**config.mk**
```make
export PLATFORM = sky130hd
export DESIGN_NAME = wb_trace_buf
export DESIGN_NICKNAME = d
export VERILOG_FILES = /design/src/rtl/wb_trace_buf_pkg.sv /design/src/rtl/wb_trace_fifo.sv /design/src/rtl/wb_trace_buf.sv
export SDC_FILE = /design/constraint.sdc
export NUM_CORES = 1
export LEC_CHECK = 0
export CORE_UTILIZATION = 30
export DETAILED_ROUTE_END_ITERATION = 10
export HOLD_SLACK_MARGIN = 0.12
export PLACE_DENSITY = 0.45
export SLEW_MARGIN = 20
export SYNTH_ARGS = -nofsm -noshare
export SYNTH_HDL_FRONTEND = slang
export SYNTH_SLANG_ARGS = --single-unit
```
**constraint.sdc**
```tcl
create_clock -name clk -period 6.7 [get_ports clk]
set_input_delay 0.67 -clock clk [delete_from_list [all_inputs] [get_ports clk]]
set_output_delay 0.67 -clock clk [all_outputs]
set_load 0.01 [all_outputs]
```
**src/rtl/wb_trace_buf_pkg.sv**
```systemverilog
// Shared constants for the retirement trace buffer: entry layout and counter width.
// An entry is packed as {pc, ena, reg[4:0], value} from MSB to LSB.
package wb_trace_buf_pkg;

  localparam int DROP_W = 16;
  localparam int REG_W  = 5;

  function automatic int entry_width(input int xlen);
    return 2 * xlen + 6;
  endfunction

  function automatic int value_lsb(input int xlen);
    return 0 * xlen;
  endfunction

  function automatic int reg_lsb(input int xlen);
    return xlen;
  endfunction

  function automatic int ena_bit(input int xlen);
    return xlen + REG_W;
  endfunction

  function automatic int pc_lsb(input int xlen);
    return xlen + REG_W + 1;
  endfunction

endpackage

```
**src/rtl/wb_trace_fifo.sv**
```systemverilog
// Generic synchronous FIFO with flush; pointers carry an extra wrap bit so that
// full/empty and level fall out of a plain subtraction.
module wb_trace_fifo #(
  parameter int WIDTH = 70,
  parameter int DEPTH = 16
) (
  input  logic                     clk,
  input  logic                     rst_n,
  input  logic                     push,
  input  logic                     pop,
  input  logic                     flush,
  input  logic [WIDTH-1:0]         wdata,
  output logic [WIDTH-1:0]         rdata,
  output logic                     full,
  output logic                     empty,
  output logic [$clog2(DEPTH):0]   level
);

  localparam int AW = $clog2(DEPTH);

  logic [WIDTH-1:0] mem [DEPTH];
  logic [AW:0]      wptr;
  logic [AW:0]      rptr;
  logic             do_push;
  logic             do_pop;

  assign empty = (wptr == rptr);
  assign full  = (wptr[AW] != rptr[AW]) && (wptr[AW-1:0] == rptr[AW-1:0]);
  assign level = wptr - rptr;
  assign rdata = mem[rptr[AW-1:0]];

  // A push into a full FIFO is only legal when the head leaves on the same edge.
  assign do_pop  = pop & ~empty & ~flush;
  assign do_push = push & (~full | do_pop) & ~flush;

  always_ff @(posedge clk or negedge rst_n) begin
    if (!rst_n) begin
      wptr <= '0;
      rptr <= '0;
    end else if (flush) begin
      wptr <= '0;
      rptr <= '0;
    end else begin
      if (do_push) wptr <= wptr + {{AW{1'b0}}, 1'b1};
      if (do_pop)  rptr <= rptr + {{AW{1'b0}}, 1'b1};
    end
  end

  always_ff @(posedge clk) begin
    if (do_push) mem[wptr[AW-1:0]] <= wdata;
  end

endmodule

```
**src/rtl/wb_trace_buf.sv**
```systemverilog
// Retirement trace buffer: qualifies write-back events, packs them into entries,
// queues them for a ready/valid drain and counts captures lost to a full buffer.
module wb_trace_buf
  import wb_trace_buf_pkg::*;
#(
  parameter int XLEN   = 32,
  parameter int DEPTH  = 16,
  parameter int FILTER = 0
) (
  input  logic                   clk,
  input  logic                   rst_n,
  input  logic                   debug_wb_have_inst,
  input  logic [XLEN-1:0]        debug_wb_pc,
  input  logic                   debug_wb_ena,
  input  logic [4:0]             debug_wb_reg,
  input  logic [XLEN-1:0]        debug_wb_value,
  input  logic                   flush,
  output logic                   trc_valid,
  input  logic                   trc_ready,
  output logic [XLEN-1:0]        trc_pc,
  output logic                   trc_ena,
  output logic [4:0]             trc_reg,
  output logic [XLEN-1:0]        trc_value,
  output logic [$clog2(DEPTH):0] level,
  output logic [DROP_W-1:0]      drop_cnt
);

  localparam int EW   = entry_width(XLEN);
  localparam int VLSB = value_lsb(XLEN);
  localparam int RLSB = reg_lsb(XLEN);
  localparam int EBIT = ena_bit(XLEN);
  localparam int PLSB = pc_lsb(XLEN);

  logic          capture;
  logic          reg_nz;
  logic          pop;
  logic          push;
  logic          full;
  logic          empty;
  logic [EW-1:0] wdata;
  logic [EW-1:0] rdata;

  assign reg_nz  = |debug_wb_reg;
  assign capture = debug_wb_have_inst & ((FILTER == 0) | (debug_wb_ena & reg_nz));
  assign push    = capture;
  assign pop     = trc_valid & trc_ready;

  // Fields that are not architecturally written are stored as zero, and x0 always reads 0.
  always_comb begin
    wdata                   = '0;
    wdata[PLSB +: XLEN]     = debug_wb_pc;
    wdata[EBIT]             = debug_wb_ena;
    if (debug_wb_ena) begin
      wdata[RLSB +: REG_W]  = debug_wb_reg;
      if (reg_nz) wdata[VLSB +: XLEN] = debug_wb_value;
    end
  end

  wb_trace_fifo #(
    .WIDTH(EW),
    .DEPTH(DEPTH)
  ) u_fifo (
    .clk  (clk),
    .rst_n(rst_n),
    .push (push),
    .pop  (pop),
    .flush(flush),
    .wdata(wdata),
    .rdata(rdata),
    .full (full),
    .empty(empty),
    .level(level)
  );

  assign trc_valid = ~empty;
  assign trc_pc    = trc_valid ? rdata[PLSB +: XLEN]  : '0;
  assign trc_ena   = trc_valid ? rdata[EBIT]          : 1'b0;
  assign trc_reg   = trc_valid ? rdata[RLSB +: REG_W] : '0;
  assign trc_value = trc_valid ? rdata[VLSB +: XLEN]  : '0;

  // A capture is lost only when full with no simultaneous pop; a flush swallows it silently.
  always_ff @(posedge clk or negedge rst_n) begin
    if (!rst_n) begin
      drop_cnt <= '0;
    end else if (flush) begin
      drop_cnt <= '0;
    end else if (capture && full && !pop && (drop_cnt != {DROP_W{1'b1}})) begin
      drop_cnt <= drop_cnt + DROP_W'(1);
    end
  end

endmodule

```
# == Word level (Yosys, flattened, before mapping) ==
# Memory sizes are Yosys's and may differ from the RTL's.
# Cells that the tools add are included.
# W data, S select, Z words.
# op_classes
eq_ne,4
muxes,14
n_bitwise,9
n_addsub,4
n_reduce_logical,9
# op_table
op,count
$mux W32,3
$mux W37,1
$mux W16,2
$mux W5,5
$add A16 B1 Y16 const B,1
$ne A16 B16 Y1 const B,1
$add A5 B1 Y5 const B,2
$reduce_bool A2 Y1,3
$and A1 B1 Y1,5
$eq A5 B5 Y1,1
$reduce_or A5 Y1,1
$sub A5 B5 Y5,1
$eq A4 B4 Y1,1
$logic_and A1 B1 Y1,4
$mux W1,3
$not A1 Y1,3
$logic_not A1 Y1,1
$ne A1 B1 Y1,1
$or A1 B1 Y1,1
# word_totals
reg_bits,26
memories,1
inputBits,75
word_cells,44
ram_bits,1120
output_inout_bits,92
# memory_table
memory,words,width,read_ports,rd_ports_with_merged_regs,write_ports,line,text
u_fifo.mem,16,70,1,0,1,wb_trace_fifo.sv:21,logic [WIDTH-1:0] mem [DEPTH];

# == Depth between registers and ports, before layout ==
# logic_depth
word_depth,10
ltp_mapped,9
ltp_nobuf,7

# == Modules after synthesis ==
# From an unflattened synthesis, not the netlist that was laid out.
# hier_totals
cells_unflattened,2028
area_unflattened_um2,44251.2
# modules_own_cells
module,cells_each,seq_area_each_um2,area_each_um2,instances
wb_trace_fifo,1807,33882.5,42587.1,1
wb_trace_buf,221,400.4,1664.1,1

# == Worst setup path before layout ==
# No wires, ideal clock.
# synth_path
kind,reg-to-reg
start,reg u_fifo.rptr[1]
end,"mem u_fifo.mem[0][0], enable pin"
setup_ns,0.584
stages_incl_launch_ff,9
arrival_time_ns,6.732
n_path_buf,2
required_time_ns,6.116
slack_ns,-0.616
path_cell_list,dfrtp_1 -> clkbuf_1 -> clkbuf_1 -> inv_1 -> ha_1 -> nand4_1 -> o311a_1 -> nand2_1 -> nor3_1
# synth_between
elab_chain_len,10
word_cells_on_any_way,13
cone_classes,eq/ne (2); mux (2); bitwise (8); reduce/logical (1)
# synth_lines
element,line,text
from (decl),wb_trace_fifo.sv:23,logic [AW:0] rptr;
from (signal assigned),wb_trace_fifo.sv:45,"if (do_pop) rptr <= rptr + {{AW{1'b0}}, 1'b1};"
$eq A5 B5 Y1,wb_trace_fifo.sv:27,assign empty = (wptr == rptr);
$not A1 Y1,"wb_trace_fifo.sv:33, wb_trace_buf.sv:75",
$and A1 B1 Y1,wb_trace_buf.sv:46,assign pop = trc_valid & trc_ready;
$and A1 B1 Y1 (2 in series),wb_trace_fifo.sv:33,assign do_pop = pop & ~empty & ~flush;
$or A1 B1 Y1 (*),wb_trace_fifo.sv:34,assign do_push = push & (~full | do_pop) & ~flush;
$and A1 B1 Y1 (*) (2 in series),wb_trace_fifo.sv:34,
$mux W1 (*),wb_trace_fifo.sv:50,if (do_push) mem[wptr[AW-1:0]] <= wdata;
$mux W1 (implied by the code) (*),wb_trace_fifo.sv:50,
to (decl),wb_trace_fifo.sv:21,
# Mark *: on every way between the ends. The rest lies on a longest branch, timed or not.

# == Worst setup path in the final report ==
# layout_path
start,reg u_fifo.rptr[3]
end,out trc_value[28]
# layout_between
elab_chain_len,2
word_cells_on_any_way,3
cone_classes,eq/ne (1); mux (1); memory (1)
# layout_lines
element,line,text
$mem_v2 Z16 W70 or $eq A5 B5 Y1 (tied branches),-,
$mux W32 (*),wb_trace_buf.sv:79,assign trc_value = trc_valid ? rdata[VLSB +: XLEN] : '0;
to (decl),wb_trace_buf.sv:23,"output logic [XLEN-1:0] trc_value,"
# Marked as above.

==> qor.yml <==
status:
  status: "complete, no violations"
setup_path:
  reg2reg_from: "u_fifo.rptr[3]"
  reg2reg_depth: 7
  worstPathArrival_ns: 4.98
  worstPathRequired_ns: 6.03
  end_kind: "output port"
  startpoint_type: "flop"
  crit_type: "reg -> out"
  crit_fanout: 67
  r2r_setup_slack_ns: 2.73
  worstSetupStartpoint: "u_fifo.rptr[3]"
power_and_ir_drop:
  combPwrFrac_pct: 13.3
  p_per_area_nw_per_um2: 321
  intPower_mw: 12.9
  ir_drop_mv: 0.215
  switching_share_pct: 23.4
  pwr-share-clk_pct: 39.2
  power.share.sequential_pct: 47.5
  p_leak_nw: 16.8
  switchingPower_mw: 3.93
global_routing:
  grt_pass1_vias: 22000
  grt-ovfl-total: 0
  grt_max_degree: 144
  grt_pass1_wl_um: 161000
  grt_use_total_pct: 15.1
  antenna_found_initial: 11
timing:
  clock.fmax_ghz: 0.177
  holdWs_ns: 0.324
  tns_ns: 0
  drv_slew: 0
  fin_crit_ns: 5.65
  hold_viol_final: 0
  setup_viol: 0
  slew_headroom_pct: 25.7
  rsz0062_at_grt: "no"
  fin_skew_ns: 0.0213
  tightest_slew_ns: 1.12
  min_period_over_period_pct: 84.4
detailed_routing:
  wl_per_cell_um: 26.4
  drc: 0
  via_per_inst: 4.88
  vias: 20500
  ant_nets: 0
  dr.first_iter.drc_count: 1676
  wirelength_um: 111000
  first_pass_iters: 5
cts:
  cts_tree: "done"
  clk_latency_ns: 0.73
  cts_buffers: 120
  cts_resized: 0
  hold_buffers: 0
  cts.sinks: 1146
  clk_path_buf_depth: 3
  cts_setup_buffers: 0
  root_buffer: "clkbuf_16"
  htree_levels: 3
  clk_pin_slew_ns: 0.06
synthesis:
  syn_area_um2: 44200
  synth_top_area_share_pct: 76.1
  ys_ff_latch: 1146
  ys.warnings.count: 0
  synth_cell_types: 46
  synth.net_count: 2036
  async_flop_share_pct: 2.27
  synth-edff-count: 1120
  synth.yosys.seq_area_share_pct: 77.6
  synth_top_cell_by_area: "edfxtp_1"
  syn_avg_cell_area_um2: 22.7
  syn_inst: 1950
  yosys-top-cells-area: "edfxtp_1 (76%), mux4_2 (14%), mux2i_1 (3.2%)"
  synth_flop_cell: "edfxtp_1"
floorplanning:
  die-height_um: 386
  core.rowCount: 140
  die_w_um: 386
  io_pins: 167
  coreArea_um2: 146000
  die-area_um2: 149000
  start_util_pct: 30.3
flow_run:
  max_cap_viol_count: 0
placed_design:
  gp_congestion: 0.713
  hpwlAfterDp_um: 57300
  dp_cells: 3978
  post_dp_cell_area_um2: 48500
  io_buffers: 166
hold_path:
  min_path_type: "in -> async"
cells_and_area:
  num-nets-final: 2269
  utilization_pct: 35.9
  area_delta_synth_final_pct: 18.6
  fin_cells: 4205
  finish.instance_area_um2: 52400
  final_layout_size_suffix_gt1_share_pct: 22.8
  num-fill-cells: 13300
[cell usage after synthesis, drive strengths merged (8+ instances only)]
master  number
nor2        23
o22ai       70
ha          10
o31ai        8
mux2i      141
or4          8
o21ai        8
mux4       280
and2        40
edfxtp    1120
buf         50
a21oi       16
clkbuf      53
dfrtp       26
inv         12
nand2       13
[through the flow]
stage	total power, mW	setup slack [ns]
after detailed placement	10.5	1.73
after global routing	17.5	0.796
final	16.8	1.05
after global placement	10.4	1.76
after CTS	17.1	0.904
after floorplan	9.53	1.26
[flip-flops by register name, indices dropped and copies added (netlist names)]
| register | count |
|---|---|
| drop_cnt | 16 |
| u_fifo.wptr | 5 |
| u_fifo.rptr | 5 |
| u_fifo.mem | 1120 |
[routing by layer]
layer  global-route usage, %  up-vias  part of all wire (%)
li1                        -     8785                     -
met1                    20.4    11200                    44
met2                    25.1      409                    50
met3                    2.72      151                   4.0
met4                    3.53        8                   2.0
met5                       0        -                 0.041
[worst paths after layout]
| path | end |
|---|---|
| setup / recovery | trc_value[28] |
| hold / removal | drop_cnt[5] |
| setup reg to reg | u_fifo.mem[8][69] |
| hold reg to reg | drop_cnt[14] |
| max in group asynchronous | u_fifo.rptr[0] |
| min in group clk | drop_cnt[14] |
[placed cells by master, fill, tap and decap left out, drive strengths merged, types with 3 or more instances in the layout]
cell | Yosys | routed
nor3 | 7 | 7
mux4 | 280 | 280
dfrtp | 26 | 26
clkbuf | 53 | 159
or3 | 4 | 4
clkinvlp | 0 | 4
bufinv | 0 | 13
diode | 0 | 3
clkinv | 0 | 42
ha | 10 | 10
clkdlybuf4s50 | 0 | 166
buf | 50 | 48
xnor2 | 7 | 7
nand2 | 13 | 13
inv | 12 | 18
edfxtp | 1120 | 1120
o21ai | 8 | 8
or4 | 8 | 8
and2 | 40 | 40
nor4 | 5 | 5
nor2b | 3 | 3
nand3 | 7 | 7
a21oi | 16 | 16
and3 | 5 | 5
xor2 | 4 | 4
o22ai | 70 | 70
o31ai | 8 | 8
mux2i | 141 | 141
nand4 | 7 | 7
nor2 | 23 | 23
[kinds of logic (layout without fill, tap and decap cells)]
logic type               count (synthesis)  count (layout)  synth area share, %
multiplexers                           423             423                 17.5
adder cells (fa/ha/maj)                 11              11                0.328
AND/OR/NAND/NOR                        128             128                 1.63
other                                    0               3                    0
XOR/XNOR                                11              11                0.235
buffers and inverters                  115             450                 1.07
AO/OA/AOI/OAI                          116             116                 1.67
flip-flops                            1146            1146                 77.6
[critical path, cell delays in order (launching register included)]
cell	delay (ns)
dfrtp_1	0.44
inv_8	0.59
ha_1	0.41
and4_1	0.22
nand2_1	0.23
nand2_4	0.44
buf_4	0.53
o22ai_1	0.65
clkdlybuf4s50_1	0.69
[area by class of cell]
type / instances / area (µm²) / area share, %
Sequential cell: 1146 / 34300 / 65.4
Tap cell: 1917 / 2400 / 4.58
Clock buffer: 159 / 3190 / 6.09
Antenna cell: 3 / 7.51 / 0.0143
Inverter: 12 / 52.6 / 0.100
Multi-Input combinational cell: 689 / 9610 / 18.3
Timing Repair Buffer: 214 / 2180 / 4.15
Clock inverter: 65 / 693 / 1.32
[power groups by stage]
stage | Sequential (mW) | Combinational (mW) | Clock [mW]
after floorplan | 8.09 | 1.44 | 0
after global placement | 8.13 | 2.32 | 0
after detailed placement | 8.13 | 2.32 | 0
after CTS | 7.98 | 2.33 | 6.78
after global routing | 7.98 | 2.43 | 7.05
final | 7.98 | 2.24 | 6.59
Power figures use the tool's default switching activity.
